[src/rtl/snes_wrapper.sv]
// SNES gamepad poller: drives latch/clock, captures 16 serial bits per frame and publishes
// the six game buttons plus Start as registered, frame-atomic outputs.
module snes_wrapper #(
  parameter int unsigned LATCH_CYCLES = 600,
  parameter int unsigned HALF_CYCLES  = 300,
  parameter int unsigned POLL_CYCLES  = 833333
) (
  input  logic       clk,
  input  logic       reset,
  input  logic       serial_data,
  output logic       snes_clk,
  output logic       data_latch,
  output logic [5:0] output_data,
  output logic       testLED
);

  localparam int unsigned TW = $clog2(POLL_CYCLES);
  localparam int unsigned PW = $clog2(2 * HALF_CYCLES);

  localparam logic [TW-1:0] TLast   = TW'(POLL_CYCLES - 1);
  localparam logic [TW-1:0] TBits   = TW'(LATCH_CYCLES);
  localparam logic [TW-1:0] TIdle   = TW'(LATCH_CYCLES + 32 * HALF_CYCLES);
  localparam logic [PW-1:0] PLast   = PW'(2 * HALF_CYCLES - 1);
  localparam logic [PW-1:0] PSample = PW'(HALF_CYCLES - 1);
  localparam logic [PW-1:0] PHigh   = PW'(HALF_CYCLES);

  logic          r_run;
  logic [TW-1:0] r_t;
  logic [PW-1:0] r_ph;
  logic [3:0]    r_k;
  // [0]=Up [1]=Down [2]=Left [3]=Right [4]=A [5]=B [6]=Start, active high
  logic [6:0]    r_btn;

  logic [TW-1:0] w_t_next;
  logic [PW-1:0] w_ph_next;
  logic          w_bits_next;
  logic          w_sample;

  always_comb begin
    w_t_next = '0;
    if (r_run && (r_t != TLast)) begin
      w_t_next = r_t + TW'(1);
    end
    w_ph_next = '0;
    if ((w_t_next != TBits) && (r_ph != PLast)) begin
      w_ph_next = r_ph + PW'(1);
    end
    w_bits_next = (w_t_next >= TBits) && (w_t_next < TIdle);
    // Last cycle of a low phase: the pad output has settled since the previous rising edge.
    w_sample = r_run && (r_t >= TBits) && (r_t < TIdle) && (r_ph == PSample);
  end

  always_ff @(posedge clk) begin
    if (reset) begin
      r_run       <= 1'b0;
      r_t         <= '0;
      r_ph        <= '0;
      r_k         <= '0;
      r_btn       <= '0;
      data_latch  <= 1'b0;
      snes_clk    <= 1'b1;
      output_data <= '0;
      testLED     <= 1'b0;
    end else begin
      r_run      <= 1'b1;
      r_t        <= w_t_next;
      r_ph       <= w_ph_next;
      data_latch <= (w_t_next < TBits);
      snes_clk   <= !(w_bits_next && (w_ph_next < PHigh));
      if (w_t_next == TBits) begin
        r_k <= '0;
      end else if (w_sample) begin
        r_k <= r_k + 4'd1;
      end
      if (w_sample) begin
        case (r_k)
          4'd0:    r_btn[5] <= ~serial_data;
          4'd3:    r_btn[6] <= ~serial_data;
          4'd4:    r_btn[0] <= ~serial_data;
          4'd5:    r_btn[1] <= ~serial_data;
          4'd6:    r_btn[2] <= ~serial_data;
          4'd7:    r_btn[3] <= ~serial_data;
          4'd8:    r_btn[4] <= ~serial_data;
          default: ;
        endcase
      end
      if (w_t_next == TIdle) begin
        output_data <= r_btn[5:0];
        testLED     <= r_btn[6];
      end
    end
  end

endmodule

[config.mk]
export PLATFORM = sky130hd
export DESIGN_NAME = snes_wrapper
export DESIGN_NICKNAME = d
export VERILOG_FILES = /design/src/rtl/snes_wrapper.sv
export SDC_FILE = /design/constraint.sdc
export NUM_CORES = 1
export LEC_CHECK = 0
export CAP_MARGIN = 20
export CORE_UTILIZATION = 61
export DETAILED_ROUTE_END_ITERATION = 10
export MAX_ROUTING_LAYER = met4
export PLACE_DENSITY = 0.76
export SLEW_MARGIN = 30
export SYNTH_ARGS = -nofsm -noshare
export SYNTH_HDL_FRONTEND = slang
export SYNTH_SLANG_ARGS = --single-unit
[constraint.sdc]
create_clock -name clk -period 2.7 [get_ports clk]
set_input_delay 0.405 -clock clk [delete_from_list [all_inputs] [get_ports clk]]
set_output_delay 0.405 -clock clk [all_outputs]
set_load 0.01 [all_outputs]
==> Word-level counts from Yosys, hierarchy flattened <==
Index checks and enable logic that the tools add are counted.
{ "word_totals": {"regBits": 51, "latch_bits": 0, "ram_bits": 0, "mem_bits_ro": 0, "inputBits": 3, "output_inout_bits": 9, "wordCells": 57, "memories": 0} }
{ "op_classes": {"n_addsub": 3, "multipliers": 0, "n_div": 0, "n_lt_le_gt_ge": 6, "n_eq_ne": 12, "shifts": 0, "n_mux": 3, "bitwise_logic": 1, "n_reduce_logical": 17} }
{ "ops": {"columns": ["operator", "count"], "rows": [
  ["$ge A20 B10 Y1 const B", 2],
  ["$lt A20 B14 Y1 const B", 2],
  ["$add A20 B1 Y20 const B", 1],
  ["$eq A20 B10 Y1 const B", 1],
  ["$eq A20 B14 Y1 const B", 1],
  ["$lt A20 B10 Y1 const B", 1],
  ["$mux W20", 1],
  ["$ne A20 B10 Y1 const B", 1],
  ["$ne A20 B20 Y1 const B", 1],
  ["$eq A4 B3 Y1 const B", 4],
  ["$reduce_and A2 Y1", 7],
  ["$add A10 B1 Y10 const B", 1],
  ["$eq A10 B9 Y1 const B", 1],
  ["$lt A10 B9 Y1 const B", 1],
  ["$mux W10", 1],
  ["$ne A10 B10 Y1 const B", 1],
  ["$logic_and A1 B1 Y1", 7],
  ["$add A4 B1 Y4 const B", 1],
  ["$eq A4 B2 Y1 const B", 1],
  ["$eq A4 B4 Y1 const B", 1],
  ["$logic_not A4 Y1", 1],
  ["$reduce_or A2 Y1", 1],
  ["$logic_not A1 Y1", 1],
  ["$mux W1", 1],
  ["$not A1 Y1", 1]
]} }

==> Depth between registers and ports, before layout <==
{ "depth": {"ltp_word": 9, "mapped_depth": 10} }

==> Least setup slack after synthesis <==
Ideal clock, no wire load.
{ "synth_path": {"path_type": "flip-flop to flip-flop", "startpoint": "reg r_t[0]", "endpoint": "reg r_ph[0]", "setup_ns": 0.125, "t_arrival_ns": 2.324, "required_ns": 2.575, "setup_slack_ns": 0.250, "stages_incl_launch_ff": 10, "synth_period_minus_slack_ns": 2.450, "cell_sequence": "dfxtp_1 > ha_1 > nand3_1 > nor4_2 > and3_1 > o211ai_2 > o31ai_4 > a21o_2 > buf_6 > nor3_2"} }
{ "synth_between": {"elab_chain_cells": 6} }
{ "synth_lines": {"columns": ["item", "line_no", "rtl"], "rows": [
  ["from (decl)", "28", "logic [TW-1:0] r_t;"],
  ["from (signal assigned)", "66", "r_t <= w_t_next;"],
  ["parallel branches: the longest is 2 deep, another holds $add A20 B1 Y20", null, null],
  ["$mux W20 *", "41", "if (r_run && (r_t != TLast)) begin"],
  ["$ne A20 B10 Y1 *", "45", "if ((w_t_next != TBits) && (r_ph != PLast)) begin"],
  ["$logic_and A1 B1 Y1 *", "45", null],
  ["$mux W10 *", "45", null],
  ["to (signal assigned)", "67", "r_ph <= w_ph_next;"],
  ["to (decl)", "29", "logic [PW-1:0] r_ph;"]
]} }
Every way passes the cells marked *.
A chain may end at the register's enable or synchronous reset.

==> Worst setup path in the final report <==
{ "layout_path": {"startpoint": "reg r_t[1]", "endpoint": "reg output_data[0]"} }
{ "layout_between": {"elab_chain_cells": 4} }
{ "layout_lines": {"columns": ["item", "line_no", "rtl"], "rows": [
  ["parallel branches: the longest is 2 deep, another holds $add A20 B1 Y20", null, null],
  ["$mux W20 *", "41", null],
  ["$eq A20 B14 Y1 *", "87", "if (w_t_next == TIdle) begin"],
  ["to (signal assigned)", "88", "output_data <= r_btn[5:0];"],
  ["to (decl)", "13", "output logic [5:0] output_data,"]
]} }
Marks and branches as above.

==> impl_summary.txt <==
----------------------------------------------------
[Setup path]
  Cells along the critical path ... ha_1, nand3_2, buf_4, nor4_1, xnor2_1, o311ai_1, and4bb_2, nand3_1, a21oi_1
  Worst path required time ... 2950 ps
  Type of the worst setup path ... reg -> reg
  Largest delay share family, worst path ... simple AND/OR/NAND/NOR gates
  Buffers plus inverters on the worst setup path ... 1
  CP startpoint kind ... flip-flop
  Standard cell with the maximum stage delay on the critical path ... and4bb_2
  Longest individual stage delay on the worst path ... 460 ps
  Worst EP arrival ... 2780 ps
  Crit Path Max Fanout ... 9
  Type of destination of the critical path ... flip-flop

[STA]
  Setup Skew ... 7.37 ps
  Final hold violation count ... 0
  Final clock period utilization by the worst path ... 0.938
  Transition time at the pin with the least slew margin ... 583 ps
  Highest Clock Rate ... 395 MHz
  Setup TNS after final layout ... 0 ps
  Clock period minus final worst setup slack ... 2530 ps
  Count of endpoints failing setup in the final report ... 0
  Max-slew violation count ... 0
  Setup ws final ... 168 ps
  Rel. slew slack ... 0.608
  RSZ-0062 raised after global routing ... false

[Die]
  Floorplan die height ... 71.9 um
  Floorplan core area ... 4720 sq um
  Full die area ... 5170 sq um
  Count of standard-cell rows ... 25
  Initial standard-cell utilization of the core ... 0.631
  Number of top-level design ports ... 12
  Die boundary width ... 71.9 um

[Routing]
  Length of the first detailed-routing pass in iterations ... 4
  Average via count per standard cell ... 6.04
  Number of violations reported at the end of detailed-routing iteration 0 ... 211
  Wire length on met2 ... 3430 um
  Met3 Wirelength ... 454 um
  Via Count ... 2700
  Top sig layer ... met4
  DR DRC count ... 0
  Average detailed-routed wire length per instance ... 16.1 um
  Detail Route Antenna Nets ... 0
  Routed length on met1 ... 3190 um
  Total wire length after detailed routing ... 7180 um

[Global route]
  Total grt overflow ... 0
  Global Route Usage Sum ... 0.297
  First-pass GRT wire length ... 11600 um
  Initial antenna violation count ... 0
  Via count of the first global-routing pass ... 2358
  Pin count of the biggest net entering global routing ... 17

[Power]
  P_int ... 0.000992 W
  Static power due to leakage ... 1.24 nW
  Power density cells ... 376 nW/um^2
  Switching power share of the total ... 0.233
  VDD IR max ... 0.000357 V
  Combinational fraction of design power ... 0.042
  Fraction of power consumed by sequential logic ... 0.593
  Net Sw Power ... 0.000302 W
  Clk pwr share ... 0.365
  Overall power consumption ... 0.00129 W

[CTS]
  Clock tree from TritonCTS ... done
  Clock transition at the registers of the reported paths ... 100 ps
  CTS Root Buffer Type ... clkbuf_8
  TritonCTS buffer count ... 5
  Clock tree buffer depth ... 2
  Clock Latency Late Sink ... 310 ps
  Hold-fix buffer count after cts ... 0
  Total number of H-tree levels ... 2
  CTS Sinks ... 51

[Layout]
  Final core utilization ... 0.730
  Flip-flop and latch area ... 1020 sq um
  Number of standard cells in the layout, taps in and fillers out ... 447
  Number of diodes added for antenna fixing ... 0
  Multi-input gate area in the final layout ... 1840 sq um
  Number of filler instances in the final layout ... 369
  Most common library cell in the layout ignoring fill and taps ... dfxtp_1
  Most frequent cells in the layout ... dfxtp_1 (50), nor2_1 (43), buf_4 (31), nand2_1 (19), nand3_1 (19)
  Layout cells sized above 1 ... 0.179
  Area overhead of the layout relative to synthesis ... 15.7%
  Post-layout nets ... 389

[Outcome]
  Result of the run ... complete, no violations

[Placement]
  RD Place Congestion ... 0.969
  Port Buf Inserts ... 11
  DPL Wire Length ... 5230 um
  Count of placed standard cells including taps ... 438
  Place WS ... 3.65 ps

[Yosys]
  Most common flop cell mapped by yosys ... dfxtp_1
  Yosys warnings ... 0
  Nets in the synthesized netlist ... 364
  Netlist area before placement ... 2980 sq um
  Synth Register Bits ... 51
  Fraction of the yosys area taken by sequential cells ... 0.343
  Synth cell types ... 64
  Fraction of registers with async set or reset after synthesis ... 0
  Mean instance size in the synthesized netlist ... 8.42 sq um
  EDFF count, synth ... 0
  Cells after Synth ... 354

[Min path]
  Hold crit path type ... reg -> reg

[Run]
  Number of violations of the max-capacitance limit ... 0

----------------------------------------------------
==> metal layers <==
| layer | vias to the layer above | GRT usage |
|---|---|---|
| met2 | 99 | 0.463 |
| met5 | - | - |
| met3 | 13 | 0.0492 |
| met1 | 1261 | 0.398 |
| li1 | 1327 | - |
| met4 | 0 | 0.0871 |
==> repair_timing <==
item / CTS / global route
setup buffers: 1 / 0
resized for setup: 1 / 9
pin swaps: 1 / 0
setup endpoints to repair: 4 / 23
==> flip-flops by register name, indices dropped and copies added (netlist names), 4 cells and up <==
| name | flops |
|---|---|
| r_ph | 10 |
| output_data | 6 |
| r_t | 20 |
| r_btn | 7 |
| r_k | 4 |
==> synth_stat cells (3+ instances only) <==
master / n / area share
nor4_1: 7 / 0.015
o21ai_0: 12 / 0.020
nand2_1: 19 / 0.024
a21oi_1: 14 / 0.024
or3_1: 5 / 0.010
ha_1: 7 / 0.029
nor3_2: 3 / 0.010
and3_1: 11 / 0.023
mux2i_1: 6 / 0.020
inv_1: 9 / 0.011
nor3_1: 12 / 0.020
xnor2_1: 15 / 0.044
dfxtp_1: 51 / 0.34
or2_2: 3 / 0.0063
nor2_1: 43 / 0.054
nand4b_1: 6 / 0.018
clkbuf_1: 10 / 0.013
buf_2: 11 / 0.018
xor2_1: 12 / 0.035
nor3b_1: 3 / 0.0076
nand3_1: 20 / 0.034
nand2b_1: 5 / 0.010
nand4_1: 10 / 0.021
o21ai_1: 8 / 0.013
==> power by group through the flow <==
| stage | Sequential, W | Clock, W | Combinational (W) |
|---|---|---|---|
| after global routing | 0.000769 | 0.000511 | 0.0000599 |
| after floorplan | 0.000782 | 0 | 0.0000344 |
| after CTS | 0.000767 | 0.000480 | 0.0000545 |
| final | 0.000767 | 0.000473 | 0.0000539 |
| after global placement | 0.000785 | 0 | 0.0000499 |
| after detailed placement | 0.000785 | 0 | 0.0000508 |
==> tightest hold or removal path, delay by kind of cell (launching register included) <==
kind               cells  cell delay [ps]
DFF                    1              320
and+or+nand+nor        1               60
AOI/OAI and AO/OA      1               60
==> per-stage QoR <==
stage | hold slack (ps) | instance area [sq um]
after floorplan | 448 | 2980
after global placement | 459 | 3280
after detailed placement | 464 | 3280
after CTS | 478 | 3400
after global routing | 501 | 3450
final | 484 | 3450
==> final timing paths <==
path / slack, ps / end / from / cells after the start
hold reg to reg: 480 / testLED$_SDFFE_PP0P_ / r_btn[6]$_SDFFE_PP0P_ / 2
setup / recovery: 170 / output_data[0]$_SDFFE_PP0P_ / r_t[1]$_SDFF_PP0_ / 9
setup reg to reg: 170 / output_data[0]$_SDFFE_PP0P_ / r_t[1]$_SDFF_PP0_ / 9
hold / removal: 480 / testLED$_SDFFE_PP0P_ / r_btn[6]$_SDFFE_PP0P_ / 2
==> layout make-up <==
class | count | area share
multi-input cells | 268 | 0.534
flip-flops and latches | 51 | 0.297
repair buffers | 43 | 0.105
well taps | 67 | 0.0243
clock buffers | 6 | 0.0240
inverters | 10 | 0.0109
clock inverters | 2 | 0.00472
==> cells by family after synthesis <==
group	after synthesis	synth area share
and+or+nand+nor	162	0.304
AOI/OAI and AO/OA	65	0.162
DFF	51	0.343
buffers and inverters	35	0.0563
xor gates and xnor gates	28	0.0848
adders and majority gates	7	0.0294
muxes	6	0.0202
Note: power is estimated with default switching activity, not from simulation.
